--- config.mk ---
export PLATFORM = sky130hd
export DESIGN_NAME = axi_lite_arbiter
export DESIGN_NICKNAME = d
export VERILOG_FILES = /design/src/rtl/axi_lite_arbiter_pkg.sv /design/src/rtl/axi_lite_arbiter_rr_picker.sv /design/src/rtl/axi_lite_arbiter.sv
export SDC_FILE = /design/constraint.sdc
export NUM_CORES = 1
export LEC_CHECK = 0
export ABC_AREA = 1
export BUFFER_PORTS_ARGS = -buffer_cell sky130_fd_sc_hd__buf_2
export CAP_MARGIN = 40
export CORE_AREA = 2 2 159 161
export DETAILED_ROUTE_END_ITERATION = 10
export DIE_AREA = 0 0 161 163
export SYNTH_ARGS = -nofsm -noshare
export SYNTH_HDL_FRONTEND = slang
export SYNTH_SLANG_ARGS = --single-unit
--- constraint.sdc ---
create_clock -name clk -period 1.1 [get_ports clk]
set_input_delay 0.165 -clock clk [delete_from_list [all_inputs] [get_ports clk]]
set_output_delay 0.165 -clock clk [all_outputs]
set_load 0.05 [all_outputs]
--- src/rtl/axi_lite_arbiter_pkg.sv ---
// Shared types and constants for the N-master to 1-slave AXI-lite arbiter.
package axi_lite_arbiter_pkg;

  localparam logic [2:0] RESP_OKAY   = 3'b000;
  localparam logic [2:0] RESP_SLVERR = 3'b010;
  localparam logic [2:0] RESP_DECERR = 3'b011;

  localparam int ARB_FIXED = 0;
  localparam int ARB_RR    = 1;

  typedef enum logic [1:0] {
    R_IDLE = 2'b00,
    R_ADDR = 2'b01,
    R_DATA = 2'b10
  } rd_state_e;

  typedef enum logic [1:0] {
    W_IDLE = 2'b00,
    W_ADDR = 2'b01,
    W_RESP = 2'b10
  } wr_state_e;

endpackage

--- src/rtl/axi_lite_arbiter_rr_picker.sv ---
// Combinational winner selection: fixed priority (lowest index) or round-robin
// starting one past the last completed grant.
module axi_lite_arbiter_rr_picker
  import axi_lite_arbiter_pkg::*;
#(
  parameter int NUM_MASTER = 2,
  parameter int ARB_MODE   = ARB_RR,
  localparam int IW        = $clog2(NUM_MASTER)
) (
  input  logic [NUM_MASTER-1:0] req,
  input  logic [IW-1:0]         last_grant,
  output logic [NUM_MASTER-1:0] grant_oh,
  output logic [IW-1:0]         grant_idx
);

  logic [IW-1:0] cand;
  logic          found;

  // Scan candidates in priority order and keep the first requester.
  always_comb begin
    grant_oh  = '0;
    grant_idx = '0;
    found     = 1'b0;
    cand      = '0;
    for (int off = 0; off < NUM_MASTER; off++) begin
      if (ARB_MODE == ARB_FIXED) begin
        cand = IW'(off);
      end else begin
        cand = IW'((int'(last_grant) + off + 1) % NUM_MASTER);
      end
      if (!found && req[cand]) begin
        found          = 1'b1;
        grant_idx      = cand;
        grant_oh[cand] = 1'b1;
      end else begin
        found = found;
      end
    end
  end

endmodule

--- src/rtl/axi_lite_arbiter.sv ---
// N-master to 1-slave AXI-lite arbiter with independent read and write
// ownership; a grant is held from request until the response handshake.
module axi_lite_arbiter
  import axi_lite_arbiter_pkg::*;
#(
  parameter int NUM_MASTER   = 2,
  parameter int DATA_LEN     = 32,
  parameter int DATA_BIT_NUM = DATA_LEN / 8,
  parameter int ARB_MODE     = ARB_RR
) (
  input  logic                                clk,
  input  logic                                rst_n,
  input  logic [NUM_MASTER-1:0]               m_arvalid,
  output logic [NUM_MASTER-1:0]               m_arready,
  input  logic [NUM_MASTER*DATA_LEN-1:0]      m_raddr,
  output logic [NUM_MASTER-1:0]               m_rvalid,
  input  logic [NUM_MASTER-1:0]               m_rready,
  output logic [DATA_LEN-1:0]                 m_rdata,
  output logic [2:0]                          m_rresp,
  input  logic [NUM_MASTER-1:0]               m_awvalid,
  output logic [NUM_MASTER-1:0]               m_awready,
  input  logic [NUM_MASTER*DATA_LEN-1:0]      m_waddr,
  input  logic [NUM_MASTER-1:0]               m_wvalid,
  output logic [NUM_MASTER-1:0]               m_wready,
  input  logic [NUM_MASTER*DATA_LEN-1:0]      m_wdata,
  input  logic [NUM_MASTER*DATA_BIT_NUM-1:0]  m_wstrob,
  output logic [NUM_MASTER-1:0]               m_bvalid,
  input  logic [NUM_MASTER-1:0]               m_bready,
  output logic [2:0]                          m_bresp,
  output logic                                s_arvalid,
  input  logic                                s_arready,
  output logic [DATA_LEN-1:0]                 s_raddr,
  input  logic                                s_rvalid,
  output logic                                s_rready,
  input  logic [DATA_LEN-1:0]                 s_rdata,
  input  logic [2:0]                          s_rresp,
  output logic                                s_awvalid,
  input  logic                                s_awready,
  output logic [DATA_LEN-1:0]                 s_waddr,
  output logic                                s_wvalid,
  input  logic                                s_wready,
  output logic [DATA_LEN-1:0]                 s_wdata,
  output logic [DATA_BIT_NUM-1:0]             s_wstrob,
  input  logic                                s_bvalid,
  output logic                                s_bready,
  input  logic [2:0]                          s_bresp,
  output logic                                rd_busy,
  output logic                                wr_busy,
  output logic [$clog2(NUM_MASTER)-1:0]       rd_grant,
  output logic [$clog2(NUM_MASTER)-1:0]       wr_grant
);

  localparam int IW = $clog2(NUM_MASTER);

  rd_state_e     rd_state_q, rd_state_d;
  wr_state_e     wr_state_q, wr_state_d;
  logic [IW-1:0] rd_grant_q, rd_grant_d, rd_ptr_q, rd_ptr_d;
  logic [IW-1:0] wr_grant_q, wr_grant_d, wr_ptr_q, wr_ptr_d;
  logic          aw_done_q, aw_done_d, w_done_q, w_done_d;

  logic [NUM_MASTER-1:0] rd_pick_oh, wr_pick_oh, wr_req;
  logic [IW-1:0]         rd_pick_idx, wr_pick_idx;

  logic [DATA_LEN-1:0]     raddr_arr [NUM_MASTER];
  logic [DATA_LEN-1:0]     waddr_arr [NUM_MASTER];
  logic [DATA_LEN-1:0]     wdata_arr [NUM_MASTER];
  logic [DATA_BIT_NUM-1:0] wstrb_arr [NUM_MASTER];

  for (genvar i = 0; i < NUM_MASTER; i++) begin : g_unpack
    assign raddr_arr[i] = m_raddr[i*DATA_LEN +: DATA_LEN];
    assign waddr_arr[i] = m_waddr[i*DATA_LEN +: DATA_LEN];
    assign wdata_arr[i] = m_wdata[i*DATA_LEN +: DATA_LEN];
    assign wstrb_arr[i] = m_wstrob[i*DATA_BIT_NUM +: DATA_BIT_NUM];
  end

  // A write request is either half of the AW/W pair; data may lead the address.
  assign wr_req = m_awvalid | m_wvalid;

  axi_lite_arbiter_rr_picker #(.NUM_MASTER(NUM_MASTER), .ARB_MODE(ARB_MODE)) u_rd_pick (
    .req(m_arvalid), .last_grant(rd_ptr_q), .grant_oh(rd_pick_oh), .grant_idx(rd_pick_idx)
  );

  axi_lite_arbiter_rr_picker #(.NUM_MASTER(NUM_MASTER), .ARB_MODE(ARB_MODE)) u_wr_pick (
    .req(wr_req), .last_grant(wr_ptr_q), .grant_oh(wr_pick_oh), .grant_idx(wr_pick_idx)
  );

  assign rd_busy  = (rd_state_q != R_IDLE);
  assign wr_busy  = (wr_state_q != W_IDLE);
  assign rd_grant = rd_grant_q;
  assign wr_grant = wr_grant_q;
  assign m_rdata  = s_rdata;
  assign m_rresp  = s_rresp;
  assign m_bresp  = s_bresp;

  // Read FSM next state and routing of the owning master to the slave.
  always_comb begin
    rd_state_d = rd_state_q;
    rd_grant_d = rd_grant_q;
    rd_ptr_d   = rd_ptr_q;
    m_arready  = '0;
    m_rvalid   = '0;
    s_arvalid  = 1'b0;
    s_rready   = 1'b0;
    s_raddr    = raddr_arr[rd_grant_q];
    case (rd_state_q)
      R_IDLE: begin
        if (|m_arvalid) begin
          rd_grant_d = rd_pick_idx;
          rd_state_d = R_ADDR;
        end else begin
          rd_state_d = R_IDLE;
        end
      end
      R_ADDR: begin
        s_arvalid             = m_arvalid[rd_grant_q];
        m_arready[rd_grant_q] = s_arready;
        if (m_arvalid[rd_grant_q] && s_arready) begin
          rd_state_d = R_DATA;
        end else begin
          rd_state_d = R_ADDR;
        end
      end
      R_DATA: begin
        m_rvalid[rd_grant_q] = s_rvalid;
        s_rready             = m_rready[rd_grant_q];
        if (s_rvalid && m_rready[rd_grant_q]) begin
          rd_state_d = R_IDLE;
          rd_ptr_d   = rd_grant_q;
        end else begin
          rd_state_d = R_DATA;
        end
      end
      default: rd_state_d = R_IDLE;
    endcase
  end

  // Write FSM; AW and W complete independently and the done flags mask a
  // channel once it has handshaken so the slave sees each beat exactly once.
  always_comb begin
    wr_state_d = wr_state_q;
    wr_grant_d = wr_grant_q;
    wr_ptr_d   = wr_ptr_q;
    aw_done_d  = aw_done_q;
    w_done_d   = w_done_q;
    m_awready  = '0;
    m_wready   = '0;
    m_bvalid   = '0;
    s_awvalid  = 1'b0;
    s_wvalid   = 1'b0;
    s_bready   = 1'b0;
    s_waddr    = waddr_arr[wr_grant_q];
    s_wdata    = wdata_arr[wr_grant_q];
    s_wstrob   = wstrb_arr[wr_grant_q];
    case (wr_state_q)
      W_IDLE: begin
        aw_done_d = 1'b0;
        w_done_d  = 1'b0;
        if (|wr_req) begin
          wr_grant_d = wr_pick_idx;
          wr_state_d = W_ADDR;
        end else begin
          wr_state_d = W_IDLE;
        end
      end
      W_ADDR: begin
        s_awvalid             = m_awvalid[wr_grant_q] & ~aw_done_q;
        m_awready[wr_grant_q] = s_awready & ~aw_done_q;
        s_wvalid              = m_wvalid[wr_grant_q] & ~w_done_q;
        m_wready[wr_grant_q]  = s_wready & ~w_done_q;
        aw_done_d = aw_done_q | (m_awvalid[wr_grant_q] & s_awready);
        w_done_d  = w_done_q  | (m_wvalid[wr_grant_q] & s_wready);
        if (aw_done_d && w_done_d) begin
          wr_state_d = W_RESP;
        end else begin
          wr_state_d = W_ADDR;
        end
      end
      W_RESP: begin
        m_bvalid[wr_grant_q] = s_bvalid;
        s_bready             = m_bready[wr_grant_q];
        if (s_bvalid && m_bready[wr_grant_q]) begin
          wr_state_d = W_IDLE;
          wr_ptr_d   = wr_grant_q;
        end else begin
          wr_state_d = W_RESP;
        end
      end
      default: wr_state_d = W_IDLE;
    endcase
  end

  // State, grant and round-robin pointer registers.
  always_ff @(posedge clk) begin
    if (!rst_n) begin
      rd_state_q <= R_IDLE;
      wr_state_q <= W_IDLE;
      rd_grant_q <= '0;
      wr_grant_q <= '0;
      rd_ptr_q   <= '0;
      wr_ptr_q   <= '0;
      aw_done_q  <= 1'b0;
      w_done_q   <= 1'b0;
    end else begin
      rd_state_q <= rd_state_d;
      wr_state_q <= wr_state_d;
      rd_grant_q <= rd_grant_d;
      wr_grant_q <= wr_grant_d;
      rd_ptr_q   <= rd_ptr_d;
      wr_ptr_q   <= wr_ptr_d;
      aw_done_q  <= aw_done_d;
      w_done_q   <= w_done_d;
    end
  end

endmodule

==> impl_metrics.csv, run 1 <==
group,metric,value,unit
run_status,status,"complete, but fails checks",
run_status,failed_checks,"negative setup slack",
clocking,numCtsBuffers,3,
drt,ant_nets,0,
final_layout,syn2layout_area_growth,263,%
floorplanning,die_w,161,um
final_layout,layout_common_cells,"216 x buf_2, 144 x nand2_1, 97 x nand2_2",
floorplanning,io_pins,412,
critical_path,cp-end-kind,"output pin",
sta,rsz0062_at_grt,"yes",
synth,yosys.area.top_type,"nand2_1",
clocking,cts_buffer_depth,2,
pwr,ir_drop,0.563,mV
grt,grt_pass1_vias,4015,
flow_run,cap_violations,0,
critical_path,startpoint_type,"flip-flop",
drt,drcViolationCount,0,
sta,slew_headroom,85.3,%
critical_path,rrSetupSlack,-270,ps
synth,synth.area.top_cells,"nand2_1 56%, buf_4 13%, dfxtp_1 9.3%",
critical_path,worstPathCellList,"buf_12, or2_4, o21ai_4, nor2_4, buf_12",
floorplanning,dieArea,26200,um2
drt,wl_per_cell,14.7,um
grt,grt_max_degree,20,
sta,whs,207,ps
pwr,p_sw_share,51.2,%
critical_path,cp_slowest_cell,"dfxtp_4",
synth,synthesis.area,2160,um2
critical_path,crit_fanout,6,
final_layout,fin_util,31.8,%
critical_path,cp_top_family,"flip-flops",
sta,period_needed,1480,ps
drt,drtPass1Iterations,4,
placement,place_hpwl,13.8,mm
final_layout,final_common_cell,"buf_2",
sta,tightest_slew,218,ps
placement,portBuffers,335,
grt,grt_pass1_wl,23.2,mm
synth,yosysWarnings,0,
floorplanning,die_h,163,um
floorplanning,initial_utilization,8.75,%
grt,antenna_found_initial,2,
critical_path,cp.arrival,1310,ps
critical_path,cpMostUsedCell,"buf_12",
final_layout,seq_area,215,um2
critical_path,path_class,"flip-flop to output pin",
sta,setup-violations-final,126,
pwr,combinationalPowerShare,85.0,%
grt,gr-total-overflow,0,
sta,skew,0.554,ps
clocking,clk_pin_slew,40,ps
clocking,cts_tree,"yes",
pwr,totalPowerFinal,7.71,mW
pwr,power.density,983,nW/um2
placement,gp_congestion,0.764,
sta,final.period_utilization,134,%
pwr,power_frac_seq,5.6,%
drt,wl,16.9,mm
clocking,htreeDepth,1,
synth,synthCells,468,
sta,fmax,677,MHz
synth,synth.ff_latch_count,10,
pwr,p_leak,3.77,nW
sta,fin_ws,-378,ps
clocking,cts_sinks,10,
critical_path,critical_path_required,940,ps
synth,synth_top_area_share,56.5,%
final_layout,nNetsFinal,1076,
drt,first_iter_violations,106,
critical_path,crit_buf_inv,2,
clocking,cts-root-buf,"clkbuf_16",
drt,viasPerCell,3.65,
sta,hold_viol,0,
synth,seq_area_frac_synth,9.27,%
pwr,p_int,3.76,mW
grt,grtUsageTotal,11.5,%
final_layout,fillers,2550,
synth,syn_nets,723,
worst_hold_path,holdCritPathClass,"primary input to flip-flop",
clocking,clock_latency,240,ps
floorplanning,design.core.area,24700,um2
pwr,power_frac_clock,9.5,%
drt,vias,4196,
sta,drv_slew,0,
synth,synth_cell_type_count,22,
pwr,p_switching,3.94,mW
synth,syn_area_per_cell,4.61,um2
final_layout,multi_input_area,3120,um2
floorplanning,fp-row-count,58,
final_layout,drive_gt1_share,78.0,%
critical_path,slowest_delay,400,ps
## layer usage
| metal | global-route usage, % | wire length (um) | vias to the layer above |
|---|---|---|---|
| li1 | - | - | 2082 |
| met1 | 12.6 | 6140 | 1845 |
| met2 | 22.2 | 9240 | 251 |
| met3 | 3.41 | 1390 | 16 |
| met4 | 1.50 | 113 | 2 |
| met5 | 0 | 13 | - |
## state kept, by name, summed over array words and instances (netlist names)
name / flops
rd_state_q: 2
wr_state_q: 2
aw_done_q: 1
rd_grant: 1
rd_ptr_q: 1
w_done_q: 1
wr_grant: 1
wr_ptr_q: 1
## worst reg2reg max path: stages (launching register included)
cell and delay, ps:
dfxtp_4 450, buf_12 160, or2_4 120, o21ai_4 60, buf_4 130, buf_4 120, o21ai_1 130, a21oi_1 80
## worst paths after layout
check                              from                       end  depth (start not counted)
setup / recovery  rd_grant$_SDFFE_PN0N_                 s_arvalid                          5
hold / removal              m_rready[1]     rd_ptr_q$_SDFFE_PN0P_                          3
setup reg to reg  rd_grant$_SDFFE_PN0N_  rd_state_q[0]$_SDFF_PN0_                          7
hold reg to reg   rd_ptr_q$_SDFFE_PN0P_     rd_ptr_q$_SDFFE_PN0P_                          2
## synth_stat cells (all sizes together)
library cell  number
dfxtp             10
nor2              12
clkbuf            11
nand3              8
o21ai              6
nand2            327
nor3b              2
a21oi              9
or2                1
buf               50
nand4              1
inv               20
nor3              11
## power by group through the flow
stage	clock network (mW)	logic (mW)	registers, mW
2_1_floorplan	0	3.73	0.442
6_report	0.731	6.55	0.428
5_1_grt	0.782	6.84	0.431
4_1_cts	0.745	6.34	0.424
3_3_place_gp	0	5.23	0.419
3_5_place_dp	0	5.26	0.420
## stage by stage
step / area, um2 / instances / TNS (ps) / worst slack, ps
global route: 7840 / 1150 / -45060 / -421
finish: 7850 / 1151 / -38610 / -378
detailed placement: 6230 / 1123 / -18300 / -224
CTS: 7520 / 1141 / -38860 / -387
global placement: 6230 / 1123 / -17260 / -218
floorplan: 3660 / 468 / -21340 / -327
## what timing repair did
action                     CTS  global route
hold buffers                 0             0
gates resized for setup    329            41
buffers inserted            13             4
gates cloned                 1             5
setup endpoints to repair  126           128
pin swaps                   10            22
## logic make-up (layout without fill, tap and decap cells)
| family | after synthesis | in the layout | share of synthesized area, % |
|---|---|---|---|
| compound gates | 15 | 15 | 3.65 |
| simple gates | 362 | 362 | 65.2 |
| buf+inv | 81 | 433 | 21.9 |
| other cells | 0 | 1 | 0 |
| flops | 10 | 10 | 9.27 |
## final cells by class
class / count / share of cell area, %
Sequential cell: 10 / 2.74
Tap cell: 330 / 5.26
Clock buffer: 4 / 1.13
Timing Repair Buffer: 409 / 49.9
Inverter: 20 / 1.21
Multi-Input combinational cell: 377 / 39.8
Antenna cell: 1 / 0.0319
No activity file was read; power rests on OpenSTA's default activity.
==> run 2: changes to the inputs <==
--- a/config.mk
+++ b/config.mk
@@ -5,12 +5,12 @@
 export SDC_FILE = /design/constraint.sdc
 export NUM_CORES = 1
 export LEC_CHECK = 0
-export ABC_AREA = 1
+export ABC_AREA = 0
 export BUFFER_PORTS_ARGS = -buffer_cell sky130_fd_sc_hd__buf_2
 export CAP_MARGIN = 40
-export CORE_AREA = 2 2 159 161
+export CORE_AREA = 2 2 158 160
 export DETAILED_ROUTE_END_ITERATION = 10
-export DIE_AREA = 0 0 161 163
+export DIE_AREA = 0 0 160 162
 export SYNTH_ARGS = -nofsm -noshare
 export SYNTH_HDL_FRONTEND = slang
 export SYNTH_SLANG_ARGS = --single-unit
==> impl_metrics.csv, run 2 <==
group,metric,value,unit
sta,setup-violations-final,127,
final_layout,multi_input_area,2120,um2
pwr,ir_drop,0.386,mV
synth,yosys.area.top_type,"mux2_2",
sta,period_needed,1620,ps
critical_path,rrSetupSlack,-240,ps
drt,vias,3195,
critical_path,cp.arrival,1460,ps
final_layout,fillers,2580,
critical_path,cp_slowest_cell,"dfxtp_4",
clocking,htreeDepth,1,
synth,yosys.cell_count.top_type,"mux2_2",
worst_hold_path,holdCritPathClass,"primary input to flip-flop",
sta,setup_tns,-53550,ps
worst_hold_path,hold_start,"m_arvalid[1]",
sta,hold_viol,0,
critical_path,critical_path_required,940,ps
synth,seq_area_frac_synth,9.31,%
drt,drcViolationCount,0,
clocking,cts-root-buf,"clkbuf_16",
synth,synth_top_area_share,52.4,%
drt,wl_per_cell,15.7,um
critical_path,startpoint_type,"flip-flop",
final_layout,nNetsFinal,827,
floorplanning,io_pins,412,
placement,place_hpwl,11.6,mm
clocking,cts_sinks,10,
clocking,cts_buffer_depth,2,
synth,synth.ff_latch_count,10,
grt,grt_pass1_vias,3118,
final_layout,reg_top3,"rd_state_q: 2 flops, wr_state_q: 2 flops",
clocking,clk_pin_slew,40,ps
worst_hold_path,min_to,"rd_grant$_SDFFE_PN0N_",
critical_path,r2r_end,"wr_state_q[1]$_SDFF_PN0_",
sta,rsz0062_at_grt,"yes",
placement,gp_congestion,0.820,
placement,portBuffers,335,
synth,synth_edf_count,0,
sta,slew_headroom,74.9,%
sta,final.period_utilization,147,%
critical_path,path_class,"flip-flop to output pin",
final_layout,diodes,0,
synth,synthesis.area,2150,um2
drt,viasPerCell,3.57,
sta,tightest_slew,376,ps
clocking,clock_latency,240,ps
drt,wl,14.1,mm
floorplanning,die_w,160,um
floorplanning,design.core.area,24100,um2
floorplanning,fp-row-count,57,
final_layout,drive_gt1_share,91.9,%
grt,antenna_found_initial,0,
final_layout,seq_area,214,um2
grt,grt_max_degree,37,
pwr,power_frac_clock,13.3,%
synth,async_reset_ff_share,0,%
synth,synth.area.top_cells,"mux2_2 52%, buf_4 15%, dfxtp_1 9.3%",
critical_path,slowest_delay,400,ps
pwr,power.density,940,nW/um2
synth,synth_cell_type_count,29,
floorplanning,initial_utilization,8.92,%
floorplanning,die_h,162,um
synth,synthTopCellsByCount,"100 x mux2_2, 42 x buf_4, 10 x dfxtp_1, 10 x inv_1, 10 x nor2_1",
clocking,cts_tree,"yes",
final_layout,final_common_cell,"buf_2",
synth,syn_area_per_cell,9.08,um2
pwr,p_sw_share,47.0,%
pwr,p_int,2.98,mW
pwr,p_leak,2.96,nW
pwr,power_frac_seq,7.6,%
pwr,p_switching,2.64,mW
critical_path,r2r_start,"wr_grant$_SDFFE_PN0P_",
critical_path,crit_fanout,6,
synth,synth-main-ff-cell,"dfxtp_1",
worst_hold_path,hold_depth,3,
final_layout,fin_util,24.8,%
run_status,failed_checks,"negative setup slack",
synth,yosysWarnings,0,
synth,syn_nets,492,
grt,grtUsageTotal,9.44,%
run_status,status,"complete, but fails checks",
clocking,numCtsBuffers,3,
grt,gr-total-overflow,0,
drt,first_iter_violations,103,
grt,grt_pass1_wl,18.9,mm
sta,fin_ws,-522,ps
drt,ant_nets,0,
final_layout,layout_common_cells,"236 x buf_2, 84 x mux2_4, 81 x buf_6",
critical_path,worstPathCellList,"buf_4, buf_8, mux2_2, buf_2",
final_layout,syn2layout_area_growth,178,%
critical_path,r2r_cells,5,
critical_path,cp-end-kind,"output pin",
sta,fmax,616,MHz
synth,synthCells,237,
sta,drv_slew,0,
sta,skew,1.09,ps
drt,drtPass1Iterations,4,
pwr,combinationalPowerShare,79.2,%
flow_run,cap_violations,0,
floorplanning,dieArea,25900,um2
[run 2: cell count changes in the layout (fill, tap and decap cells not counted), moves of 7 or more]
cell	before	now
mux2_4	0	84
buf_8	81	20
mux2_2	0	16
nand2_4	27	2
buf_2	216	236
buf_4	35	15
nand2_1	144	3
nand2_8	59	0
nand2_2	97	0
buf_12	45	25
nor3_4	11	4
buf_6	26	81
[run 2: kinds of logic after synthesis]
family / synth area share [%]
flops: 9.31
buf+inv: 18.5
simple gates: 10.8
compound gates: 6.75
mux: 54.7
[run 2: worst max-delay path by stage]
stage | cells past startpoint | endpoint | slack [ps] | start
finish | 4 | s_waddr[31] | -520 | wr_grant$_SDFFE_PN0P_
global route | 4 | s_waddr[31] | -560 | wr_grant$_SDFFE_PN0P_
detailed placement | 3 | s_wdata[29] | -290 | wr_grant$_SDFFE_PN0P_
CTS | 5 | s_wvalid | -530 | wr_grant$_SDFFE_PN0P_
floorplan | 4 | m_awready[1] | -390 | wr_grant$_SDFFE_PN0P_
global placement | 3 | s_wdata[31] | -260 | wr_grant$_SDFFE_PN0P_
[run 2: cell type report]
type,count,share of cell area (%)
timing repair buffer,381,52.0
sequential,10,3.58
multi-input combinational,166,35.5
inverter,10,0.711
tap,324,6.78
clock buffer,4,1.48
[run 2: per-stage QoR]
stage	hold WS, ps	setup slack [ps]	power, mW	area (um2)	cells
after floorplan	282	-393	3.33	2680	237
after global placement	330	-261	4.10	4870	874
after detailed placement	330	-285	4.12	4870	874
after CTS	205	-530	5.46	5710	889
after global routing	264	-558	5.83	5980	895
final	250	-522	5.62	5980	895
[run 2: timing repair]
| item | in CTS | in global routing |
|---|---|---|
| buffers inserted | 11 | 9 |
| cloned | 1 | 3 |
| pin swaps | 9 | 7 |
| setup endpoints to repair | 126 | 129 |
| hold buffers | 0 | 0 |
| gates resized for setup | 192 | 60 |
[run 2: routing by layer]
| metal | share of wire (%) | wire (um) | GRT usage (%) | vias to the layer above |
|---|---|---|---|---|
| met2 | 47 | 6640 | 15.3 | 223 |
| met4 | 1.1 | 152 | 1.47 | 0 |
| met1 | 39 | 5530 | 11.3 | 1472 |
| met3 | 13 | 1770 | 4.90 | 18 |
| met5 | 0 | 0 | 0 | - |
| li1 | - | - | - | 1482 |
[run 2: power groups by stage]
stage / Sequential, mW / Combinational [mW] / Clock (mW)
3_3_place_gp: 0.427 / 3.67 / 0
5_1_grt: 0.428 / 4.62 / 0.783
2_1_floorplan: 0.443 / 2.89 / 0
3_5_place_dp: 0.428 / 3.69 / 0
4_1_cts: 0.424 / 4.26 / 0.776
6_report: 0.425 / 4.45 / 0.747
[run 2: critical path, delay by kind of cell, from the launching register on]
family	cells	cell delay (ps)
mux	1	330
buf+inv	3	470
flops	1	400
==> run 3: changes to the inputs <==
--- a/config.mk
+++ b/config.mk
@@ -8,9 +8,10 @@
 export ABC_AREA = 0
 export BUFFER_PORTS_ARGS = -buffer_cell sky130_fd_sc_hd__buf_2
 export CAP_MARGIN = 40
-export CORE_AREA = 2 2 158 160
+export CORE_AREA = 2 2 161 163
 export DETAILED_ROUTE_END_ITERATION = 10
-export DIE_AREA = 0 0 160 162
+export DIE_AREA = 0 0 163 165
 export SYNTH_ARGS = -nofsm -noshare
 export SYNTH_HDL_FRONTEND = slang
+export SYNTH_HIERARCHICAL = 1
 export SYNTH_SLANG_ARGS = --single-unit
==> impl_metrics.csv, run 3 <==
group,metric,value,unit
placement,portBuffers,335,
clocking,clk_pin_slew,40,ps
grt,grt_pass1_wl,18.9,mm
pwr,p_leak,3.22,nW
grt,grt_pass1_vias,3185,
critical_path,r2r_cells,6,
final_layout,syn2layout_area_growth,202,%
floorplanning,initial_utilization,8.60,%
critical_path,crit_fanout,8,
critical_path,cp_slowest_cell,"dfxtp_4",
clocking,cts_buffer_depth,2,
synth,syn_area_per_cell,9.12,um2
pwr,totalPowerFinal,6.28,mW
run_status,failed_checks,"negative setup slack",
drt,ant_nets,0,
drt,wl,15.2,mm
drt,first_iter_violations,19,
floorplanning,io_pins,412,
grt,antenna_found_initial,0,
clocking,hold_buffers,0,
clocking,cts_sinks,10,
placement,place_hpwl,12.0,mm
sta,skew,0.337,ps
synth,synthCells,236,
critical_path,startpoint_type,"flip-flop",
critical_path,cpMostUsedCell,"buf_12",
final_layout,final_common_cell,"buf_2",
flow_run,cap_violations,0,
clocking,numCtsBuffers,3,
sta,setup-violations-final,127,
sta,final.period_utilization,146,%
worst_hold_path,holdCritPathClass,"primary input to flip-flop",
final_layout,reg_top3,"rd_state_q: 2 flops, wr_state_q: 2 flops",
worst_hold_path,hold_depth,2,
critical_path,cp.arrival,1440,ps
sta,hold_viol,0,
drt,drcViolationCount,0,
sta,fmax,623,MHz
critical_path,worstPathCellList,"buf_12, clkbuf_16, mux2_4, buf_12",
sta,tightest_slew,285,ps
clocking,cts_tree,"yes",
drt,viasPerCell,3.50,
floorplanning,design.core.area,25000,um2
floorplanning,dieArea,26900,um2
run_status,status,"complete, but fails checks",
drt,vias,3209,
grt,grtUsageTotal,9.69,%
synth,syn_nets,491,
final_layout,layout_common_cells,"216 x buf_2, 101 x mux2_4, 83 x buf_6",
synth,synthesis.area,2150,um2
clocking,htreeDepth,1,
sta,rsz0062_at_grt,"yes",
sta,setup_tns,-52170,ps
synth,yosysWarnings,6,
pwr,ir_drop,0.428,mV
placement,gp_congestion,0.754,
sta,fin_ws,-506,ps
drt,wl_per_cell,16.6,um
sta,slew_headroom,80.9,%
final_layout,diodes,0,
drt,drtPass1Iterations,3,
clocking,cts-root-buf,"clkbuf_16",
critical_path,critical_path_required,940,ps
sta,drv_slew,0,
clocking,clock_latency,240,ps
final_layout,fin_area,6510,um2
critical_path,slowest_delay,390,ps
floorplanning,die_h,165,um
final_layout,drive_gt1_share,94.4,%
floorplanning,fp-row-count,58,
sta,period_needed,1610,ps
final_layout,fin_util,26.0,%
final_layout,nNetsFinal,843,
floorplanning,die_w,163,um
grt,gr-total-overflow,0,
critical_path,path_class,"flip-flop to output pin",
pwr,power.density,965,nW/um2
placement,pre_cts_ws,-286,ps
grt,grt_max_degree,16,
critical_path,cp-end-kind,"output pin",
placement,placed_area,5260,um2
## run 3: cell count changes in the layout (fill, tap and decap cells not counted), moves of 5 or more
cell    before  now
buf_4       15   32
mux2_2      16    0
buf_2      236  216
buf_12      25   46
and2_4       0    5
mux2_4      84  101
## run 3: worst paths after layout
| path | startpoint | to | slack (ps) |
|---|---|---|---|
| max | wr_grant$_SDFFE_PN0P_ | s_wdata[6] | -510 |
| min | m_rready[0] | rd_ptr_q$_SDFFE_PN0P_ | 180 |
| max reg2reg | wr_grant$_SDFFE_PN0P_ | wr_state_q[0]$_SDFF_PN0_ | -350 |
| min reg2reg | rd_ptr_q$_SDFFE_PN0P_ | rd_ptr_q$_SDFFE_PN0P_ | 550 |
## run 3: report_power, final
part	internal (mW)	total [mW]	switching, mW
Combinational	2.49	5.12	2.63
Clock	0.549	0.735	0.187
Sequential	0.385	0.420	0.0352
Total	3.42	6.28	2.86
## run 3: area by class of cell
cell class	count	area, um2
clock buffer	4	88.8
sequential	10	220
fill	2594	18500
timing repair buffer	399	3540
multi-input combinational	164	2200
tap	330	413
inverter	10	48.8
## run 3: timing repair
| action | in CTS | in global routing |
|---|---|---|
| hold endpoints to repair | 0 | 0 |
| gates resized for setup | 212 | 63 |
| setup endpoints to repair | 129 | 129 |
| pin swaps | 10 | 10 |
| buffers inserted | 12 | 13 |
| gates cloned | 4 | 2 |
## run 3: worst max-delay path: cells and delay by family (launching register included)
kind	cells	cell delay [ps]
flip-flops	1	390
buffers and inverters	3	470
multiplexers	1	330
## run 3: per-stage QoR
stage | hold WS (ps) | std cells
global placement | 330 | 890
global route | 191 | 917
finish | 181 | 917
detailed placement | 330 | 890
CTS | 165 | 909
floorplan | 278 | 236
## run 3: layer usage
layer / up-vias / track usage, % / share of wire [%]
met5: - / 0 / 0
met4: 0 / 1.13 / 0.52
met3: 6 / 2.56 / 8.7
met2: 228 / 18.2 / 51
met1: 1458 / 11.3 / 40
li1: 1517 / - / -
